File: src/rtl/ones_accumulator.sv
// ones_accumulator
//   Frame-level ones counter. Every accepted input beat adds the popcount of
//   its word into a running accumulator. When the beat flagged in_last is
//   accepted, the frame total and its overflow flag are latched and offered
//   on a valid/ready output. The accumulator is cleared for the next frame.
//
// Parameters
//   A_size    accumulator / result width (default 8)
//   B_size    input word width, 2..64 (default 8)
//
// Ports
//   clk        rising-edge clock
//   rst_n      asynchronous active-low reset
//   in_valid   input beat valid
//   in_ready   block accepts a beat this cycle (state ACC)
//   in_data    word whose set bits are counted
//   in_last    beat is the final beat of its frame
//   out_valid  frame result valid (state HOLD)
//   out_ready  consumer accepts the result
//   out_sum    frame ones total
//   out_ovf    frame total exceeded 2^A_size-1
//
// Build option
//   ONES_ACC_SATURATE_EN  defined: clamp the accumulator at 2^A_size-1 once
//                         it overflows. Undefined: wrap modulo 2^A_size.

module ones_accumulator #(
    parameter int A_size = 8,
    parameter int B_size = 8
) (
    input  logic              clk,
    input  logic              rst_n,
    input  logic              in_valid,
    output logic              in_ready,
    input  logic [B_size-1:0] in_data,
    input  logic              in_last,
    output logic              out_valid,
    input  logic              out_ready,
    output logic [A_size-1:0] out_sum,
    output logic              out_ovf
);

    // Width of the per-word popcount, and of the sum it is added into.
    // With the default sizes the sum is exactly A_size+1 bits; the max()
    // keeps overflow detection exact if the word's popcount alone is wider
    // than the accumulator.
    localparam int CW = $clog2(B_size + 1);
    localparam int SW = ((A_size > CW) ? A_size : CW) + 1;

    typedef enum logic {
        ACC  = 1'b0,
        HOLD = 1'b1
    } state_t;

    state_t            state;
    state_t            state_nxt;
    logic [A_size-1:0] acc;
    logic              ovf;

    logic [CW-1:0]     pop;
    logic [SW-1:0]     nxt;
    logic              evt;
    logic              fovf;
    logic [A_size-1:0] val;
    logic              accept;

    // Popcount as a ripple of single-bit increments.
    always_comb begin
        pop = '0;
        for (int unsigned i = 0; i < B_size; i++) begin
            pop = pop + CW'(in_data[i]);
        end
    end

    always_comb begin
        nxt  = SW'(acc) + SW'(pop);
        evt  = |nxt[SW-1:A_size];
        fovf = ovf | evt;
`ifdef ONES_ACC_SATURATE_EN
        // Once the frame has overflowed, the accumulator pins at all-ones.
        val  = fovf ? '1 : nxt[A_size-1:0];
`else
        val  = nxt[A_size-1:0];
`endif
    end

    assign in_ready  = (state == ACC);
    assign out_valid = (state == HOLD);
    assign accept    = in_valid && (state == ACC);

    always_comb begin
        state_nxt = state;
        case (state)
            ACC:     if (accept && in_last) state_nxt = HOLD;
            HOLD:    if (out_ready)         state_nxt = ACC;
            default: state_nxt = ACC;
        endcase
    end

    always_ff @(posedge clk or negedge rst_n) begin
        if (!rst_n) begin
            state   <= ACC;
            acc     <= '0;
            ovf     <= 1'b0;
            out_sum <= '0;
            out_ovf <= 1'b0;
        end else begin
            state <= state_nxt;
            if (accept) begin
                if (in_last) begin
                    out_sum <= val;
                    out_ovf <= fovf;
                    acc     <= '0;
                    ovf     <= 1'b0;
                end else begin
                    acc <= val;
                    ovf <= fovf;
                end
            end
        end
    end

endmodule

File: config.mk
export PLATFORM = sky130hd
export DESIGN_NAME = ones_accumulator
export DESIGN_NICKNAME = d
export VERILOG_FILES = /design/src/rtl/ones_accumulator.sv
export SDC_FILE = /design/constraint.sdc
export NUM_CORES = 1
export LEC_CHECK = 0
export CAP_MARGIN = 30
export CORE_MARGIN = 1.5
export CORE_UTILIZATION = 45
export CTS_BUF_LIST = sky130_fd_sc_hd__clkbuf_8
export CTS_CLUSTER_DIAMETER = 60
export DETAILED_ROUTE_END_ITERATION = 7
export PLACE_DENSITY = 0.8
export SLEW_MARGIN = 20
export SYNTH_ARGS = -nofsm -noshare
export SYNTH_HDL_FRONTEND = slang
export SYNTH_SLANG_ARGS = --single-unit
File: constraint.sdc
create_clock -name clk -period 7.8 [get_ports clk]
set_input_delay 2.34 -clock clk [delete_from_list [all_inputs] [get_ports clk]]
set_output_delay 2.34 -clock clk [all_outputs]
set_load 0.02 [all_outputs]
==> results of run 1 <==
[cells by family after synthesis]
kind of cell | count (synthesis) | synth area share, %
compound gates | 32 | 19.50
xor+xnor | 5 | 3.992
fa+ha+maj | 11 | 15.96
buf+inv | 13 | 4.675
flops | 19 | 43.33
simple gates | 31 | 12.54
[stage by stage]
stage          total power, uW  std cells  util (%)
5_1_grt                  448.7        164     61.99
3_3_place_gp             340.1        160     59.99
2_1_floorplan            278.3        111         -
6_report                 409.5        164     61.99
3_5_place_dp             350.7        160     59.99
4_1_cts                  413.8        164     61.99
[layout by cell type, fill, tap and decap left out, drive strengths merged]
cell and instances:
nor2b 1, a21oi 1, o21ai 17, ha 6, a22o 2, o211ai 3, a21o 1, and3 1
nor2 4, nand2b 2, nand3 1, or2 1, a31oi 1, fa 5, o31ai 4, and2b 1
clkdlybuf4s50 23, o21a 2, o31a 1, nor3 1, inv 12, or3 1, dfrtp 19, clkbuf 3
xnor2 2, xor2 3, nand2 18
[cell type report]
class,instances,share of cell area [%]
sequential,19,34.02
inverter,11,2.954
tap,28,2.507
multi-input combinational,79,40.82
clock inverter,1,0.2686
clock buffer,3,2.954
timing repair buffer,23,16.47
[tightest hold or removal path: stages (launching register included)]
cell     delay, ns
dfrtp_1       0.34
nand2_1       0.04
o21ai_0       0.06
[report_power, final]
| part | internal (uW) | switching (uW) | total [uW] | leakage, uW |
|---|---|---|---|---|
| combinational | 94.6 | 111 | 205 | 0.000358 |
| sequential | 123 | 18.6 | 141 | 0.000254 |
| clock | 34.8 | 27.9 | 62.7 | 0.0000269 |
[routing by layer]
| metal | GRT usage [%] | part of all wire [%] | up-vias |
|---|---|---|---|
| li1 | - | - | 425 |
| met1 | 22.71 | 45 | 407 |
| met2 | 31.87 | 49 | 21 |
| met3 | 2.571 | 4.5 | 2 |
| met4 | 8.974 | 1.4 | 0 |
| met5 | 0 | 0 | - |
[state kept, by name (all words and copies together) (netlist names)]
| signal | cells |
|---|---|
| acc | 8 |
| out_valid | 1 |
| ovf | 1 |
| out_sum | 8 |
| out_ovf | 1 |
[worst paths after layout]
kind	start	end	slack [ns]	cells past startpoint
worst min-delay path	out_sum[0]	out_sum[0]	0.48	2
max in group asynchronous	rst_n	out_sum[0]	4.73	1
worst max-delay path	in_data[0]	acc[4]	2.01	12
worst min register to register	out_sum[0]	out_sum[0]	0.48	2
worst max register to register	acc[0]	acc[4]	4.67	10
min in group asynchronous	rst_n	acc[4]	2.57	1
==> impl_metrics.yaml, run 1 <==
outcome:
  status: "completed"
critical_path:
  cpMostUsedCell: "fa_1"
  critPathTopFamily: "adder cells"
  critPathBufInv: 2
  worst-setup-path-type: "in2reg"
  slowest_stage: "fa_1"
  arrival_ns: 5.93
  end_kind: "flip-flop"
  crit_fanout: 5
  crit_chain: "clkdlybuf4s50_1 > fa_1 > inv_1 > fa_1 > fa_1 > fa_1 > fa_1 > nand2b_1 > nand2b_1 > a21o_1 > o21ai_0 > a22o_1"
  critPathLaunchType: "primary input"
  required_ns: 7.94
  critPathMaxStageDelay_ns: 0.55
hold_path:
  hp-class: "reg2reg"
pwr:
  powerDensity_nw_per_um2: 293.0
  vdd_drop_max_v: 0.0002074
  leakage_uw: 0.0006382
synthesis:
  async_flop_share_pct: 100.0
  synth_fp_nets: 135
  synth_area_per_cell_um2: 9.886
  ys_top_cells_by_area: "dfrtp_1, fa_1, ha_1"
  yosysTopAreaCellShare_pct: 43.33
  synth-main-ff-cell: "dfrtp_1"
  synth_area_leader_cell: "dfrtp_1"
  netlist_area_um2: 1097
  synth_seq_cells: 19
  synthCells: 111
  synthMostInstantiatedCell: "dfrtp_1"
  seq_area_frac_synth_pct: 43.33
  yosysUniqueCellTypes: 29
  yosysWarnings: 0
  synth_commonest_cells: "dfrtp_1, nand2_1, inv_1"
  synth_edf_count: 0
timing:
  hold_viol_final: 0
  fmax_mhz: 172.6
  tightest_slew_ns: 0.8147
  setup_ws_ns: 2.007
  hold_slack_ns: 0.4789
  rsz0062_at_grt: "no"
  fin_crit_sh_pct: 74.27
  fin_tns_setup_ns: 0
  fin_skew_ns: 0.003208
  min_period_ns: 5.793
  setup_viol: 0
  slew_violations: 0
  maxSlewHeadroom_pct: 45.52
placed_design:
  dp_slack_ns: 1.745
  gp_congestion: 0.7948
  place_area_um2: 1353
  io_buffers: 23
  hpwl_um: 1659
final_layout:
  nNetsFinal: 161
  design_area_um2: 1398
  drive_above_1_share_pct: 5.147
  fillerInstances: 185
  syn_to_final_growth_pct: 27.37
  multiInputGateArea_um2: 570.5
  antenna_cells: 0
  regArea_um2: 475.5
floorplan:
  core_um2: 2255
  initial_utilization_pct: 48.67
  die-area_um2: 2744
  ios: 24
  rows: 17
  die_w_um: 52.38
  die_height_um: 52.38
global_route:
  grt_max_degree: 24
  antenna_found_initial: 0
  grt_first_pass_wirelength_um: 3712
  grt_pass1_vias: 884
  grt.overflow.total: 0
  grt_usage_pct: 18.58
route:
  wire_per_inst_um: 12.18
  drtIter0Drc: 16
  drtAntennaViolNets: 0
  first_pass_iters: 4
  drt-total-wl_um: 1998
  via_per_inst: 5.213
  drc_errors: 0
  vias: 855
clock_tree:
  clk_latency_ns: 0.24
  post_cts_resized: 0
  cts_tree: "done"
  clk_pin_slew_ns: 0.07
  cts_max_level: 1
  cts_setup_buffers: 0
  root_buffer: "clkbuf_8"
  cts_max_path_buffers: 2
  cts_hold_buf: 0
  numCtsBuffers: 3
  clock-sinks: 19
run:
  maxCapViolations: 0
(Power assumes the default switching activity.)
==> run 2, diff against run 1 <==
clock period = 5.4 ns   (was 7.8 ns; I/O delays follow)
==> impl_metrics.yaml, run 2 (synthesis results as in run 1) <==
clock_tree:
  root_buffer: "clkbuf_8"
  clock-sinks: 19
  cts_max_level: 1
  numCtsBuffers: 3
  clk_latency_ns: 0.25
  cts_tree: "done"
  post_cts_resized: 0
  cts_max_path_buffers: 2
  cts_setup_buffers: 0
  cts_hold_buf: 0
  clk_pin_slew_ns: 0.07
timing:
  fin_crit_sh_pct: 94.55
  fmax_mhz: 195.9
  fin_skew_ns: 0.004560
  rsz0062_at_grt: "no"
  slew_violations: 0
  fin_tns_setup_ns: 0
  tightest_slew_ns: 0.8205
  maxSlewHeadroom_pct: 45.13
  hold_viol_final: 0
  setup_ws_ns: 0.2942
  setup_viol: 0
  min_period_ns: 5.106
placed_design:
  gp_congestion: 0.7946
  io_buffers: 23
  dp_slack_ns: 0.02960
  hpwl_um: 1692
global_route:
  grt_pass1_vias: 941
  grt_first_pass_wirelength_um: 3870
  antenna_found_initial: 0
  grt_usage_pct: 19.64
  grt.overflow.total: 0
  grt_max_degree: 24
pwr:
  leakage_uw: 0.0006382
  vdd_drop_max_v: 0.0003052
  powerDensity_nw_per_um2: 425.2
critical_path:
  required_ns: 5.54
  end_kind: "flip-flop"
  arrival_ns: 5.25
  critPathLaunchType: "primary input"
  crit_fanout: 5
  worst-setup-path-type: "in2reg"
final_layout:
  syn_to_final_growth_pct: 27.37
  layout_common_cells: "clkdlybuf4s50_1, dfrtp_1, nand2_1, inv_1, o21ai_0"
  final_common_cell: "clkdlybuf4s50_1"
  antenna_cells: 0
  reg_top3: "acc x8, out_sum x8"
  fillerInstances: 203
  drive_above_1_share_pct: 5.147
  nNetsFinal: 161
route:
  wire_per_inst_um: 12.85
  drt-total-wl_um: 2107
  drtIter0Drc: 10
  first_pass_iters: 4
  vias: 878
  via_per_inst: 5.354
  drtAntennaViolNets: 0
  drc_errors: 0
floorplan:
  die_w_um: 52.38
  core_um2: 2255
  initial_utilization_pct: 48.67
  rows: 17
  ios: 24
  die_height_um: 52.38
  die-area_um2: 2744
hold_path:
  hp-class: "reg2reg"
run:
  maxCapViolations: 0
outcome:
  status: "completed"
==> run 2: cell counts in the layout (fill, tap and decap cells not counted) <==
Identical to the previous run, type by type.
==> run 2: power breakdown <==
part           switching, uW  internal, uW  total [uW]
combinational            161           137         298
sequential              27.3           177         205
clock                   41.7          50.4        92.1
==> run 2: path summary, 6_finish.rpt <==
path                            start          to  slack (ns)  cells past startpoint
max                        in_data[0]      acc[4]        0.29                     12
min                        out_sum[0]  out_sum[0]        0.48                      2
max reg2reg                    acc[0]      acc[4]        2.24                     10
min reg2reg                out_sum[0]  out_sum[0]        0.48                      2
max in group asynchronous       rst_n  out_sum[0]        3.04                      1
min in group asynchronous       rst_n      acc[4]        1.84                      1
==> run 2: through the flow <==
stage	power, uW	instance area (um^2)	utilization (%)	hold WS [ns]	instances
global placement	491.3	1353	59.99	0.4604	160
floorplan	402.0	1097	-	0.4504	111
finish	594.3	1398	61.99	0.4791	164
CTS	601.2	1398	61.99	0.4847	164
global route	650.7	1398	61.99	0.5294	164
detailed placement	506.6	1353	59.99	0.4701	160
==> run 2: cell type report <==
type / count / area, um^2 / share of cell area, %
Tap cell: 28 / 35.03 / 2.507
Clock buffer: 3 / 41.29 / 2.954
Multi-Input combinational cell: 79 / 570.5 / 40.82
Inverter: 11 / 41.29 / 2.954
Sequential cell: 19 / 475.5 / 34.02
Timing Repair Buffer: 23 / 230.2 / 16.47
Clock inverter: 1 / 3.754 / 0.2686
==> run 2: worst max-delay path: stages <==
cell	delay [ns]
clkdlybuf4s50_1	0.43
fa_1	0.54
inv_1	0.05
fa_1	0.49
fa_1	0.42
fa_1	0.41
fa_1	0.42
nand2b_1	0.20
nand2b_1	0.08
a21o_1	0.22
o21ai_0	0.11
a22o_1	0.24
==> run 2: layer usage <==
layer	share of wire, %	global-route usage [%]	vias to the layer above
li1	-	-	424
met1	46	22.98	436
met2	50	33.33	14
met3	2.3	3.714	4
met4	1.7	11.11	0
met5	0	0	-
==> run 3, diff against run 2 <==
CORE_ASPECT_RATIO = 1.25   (was default)
==> impl_metrics.yaml, run 3 (synthesis results as in run 1) <==
timing:
  hold_viol_final: 0
  fin_crit_sh_pct: 94.53
  setup_viol: 0
  min_period_ns: 5.105
  fin_tns_setup_ns: 0
  fin_skew_ns: 0.002686
  slew_violations: 0
  hold_slack_ns: 0.4820
  rsz0062_at_grt: "no"
  tightest_slew_ns: 0.8030
  maxSlewHeadroom_pct: 46.30
  fmax_mhz: 195.9
global_route:
  grt_first_pass_wirelength_um: 3829
  grt_pass1_vias: 860
  grt_usage_pct: 19.50
  grt_max_degree: 24
  grt.overflow.total: 0
  antenna_found_initial: 0
critical_path:
  critPathTopFamily: "adder cells"
  slowest_stage: "fa_1"
  required_ns: 5.55
  cpMostUsedCell: "fa_1"
  arrival_ns: 5.25
  crit_fanout: 5
  critPathLaunchType: "primary input"
  crit_chain: "clkdlybuf4s50_1 > fa_1 > inv_1 > fa_1 > fa_1 > fa_1 > fa_1 > nand2b_1 > nand2b_1 > a21o_1 > o21ai_0 > a22o_1"
  worst-r2r-cell-count: 10
  end_kind: "flip-flop"
  critPathMaxStageDelay_ns: 0.55
  critPathBufInv: 2
  cp.depth: 12
  worst-setup-path-type: "in2reg"
floorplan:
  core_um2: 2258
  die_w_um: 47.17
  rows: 19
  ios: 24
  die_height_um: 58.21
  die-area_um2: 2745
  initial_utilization_pct: 48.59
clock_tree:
  cts_max_path_buffers: 2
  clock-sinks: 19
  cts_max_level: 1
  cts_setup_buffers: 0
  numCtsBuffers: 3
  clk_latency_ns: 0.26
  clk_pin_slew_ns: 0.07
  post_cts_resized: 0
  cts_hold_buf: 0
  root_buffer: "clkbuf_8"
  cts_tree: "done"
route:
  drt-total-wl_um: 2076
  drtAntennaViolNets: 0
  wire_per_inst_um: 12.43
  drc_errors: 0
  via_per_inst: 5.275
  vias: 881
  drtIter0Drc: 18
  first_pass_iters: 4
placed_design:
  gp_congestion: 0.7941
  hpwl_um: 1700
  io_buffers: 23
pwr:
  powerDensity_nw_per_um2: 428.1
  leakage_uw: 0.0006382
  vdd_drop_max_v: 0.0002834
final_layout:
  layout_common_cells: "clkdlybuf4s50_1, dfrtp_1, nand2_1, inv_1, o21ai_0"
  syn_to_final_growth_pct: 27.71
  drive_above_1_share_pct: 5.147
  reg_top3: "acc x8, out_sum x8"
  final_common_cell: "clkdlybuf4s50_1"
  antenna_cells: 0
  nNetsFinal: 161
  fillerInstances: 202
hold_path:
  min_path_cells: 2
  hp-class: "reg2reg"
run:
  maxCapViolations: 0
outcome:
  status: "completed"
==> run 3: power by group <==
group	switching (uW)	internal, uW	leakage (uW)
Clock	44.9	50.6	0.0000269
Sequential	25.4	177	0.000254
Combinational	164	138	0.000358
Total	234	366	0.000638
==> run 3: final timing paths <==
path / start / end / slack [ns]
setup / recovery: in_data[0] / acc[4] / 0.30
hold / removal: out_sum[5] / out_sum[5] / 0.48
setup reg to reg: acc[0] / acc[4] / 2.25
hold reg to reg: out_sum[5] / out_sum[5] / 0.48
max in group asynchronous: rst_n / out_sum[2] / 3.07
min in group asynchronous: rst_n / out_sum[0] / 1.83
==> run 3: area by class of cell <==
cell class                      count  area [um^2]  area share (%)
Clock inverter                      1        3.754          0.2679
Clock buffer                        3        41.29           2.946
Tap cell                           31        38.79           2.768
Inverter                           11        41.29           2.946
Multi-Input combinational cell     79        570.5           40.71
Sequential cell                    19        475.5           33.93
Timing Repair Buffer               23        230.2           16.43
==> run 3: through the flow <==
step	std cells	utilization [%]	area [um^2]	worst slack (ns)	power, uW
final	167	62.05	1401	0.2952	599.9
after global routing	167	62.05	1401	0.1560	652.7
after CTS	167	62.05	1401	0.2954	603.1
after detailed placement	163	60.06	1356	0.03186	507.7
after global placement	163	60.06	1356	0.1637	486.7
after floorplan	111	-	1097	0.6784	402.0
==> run 3: metal layers <==
| layer | global-route usage [%] | share of wire [%] | wire length, um | vias up |
|---|---|---|---|---|
| li1 | - | - | - | 425 |
| met5 | 0 | 0 | 0 | - |
| met1 | 25.90 | 41 | 861 | 429 |
| met3 | 1.869 | 3.8 | 78 | 5 |
| met4 | 9.524 | 2.8 | 58 | 0 |
| met2 | 30.92 | 52 | 1078 | 22 |
==> run 3: tightest hold or removal path, cell delays in order, from the launching register on <==
cell,delay (ns)
dfrtp_1,0.34
nand2_1,0.05
o21ai_1,0.06
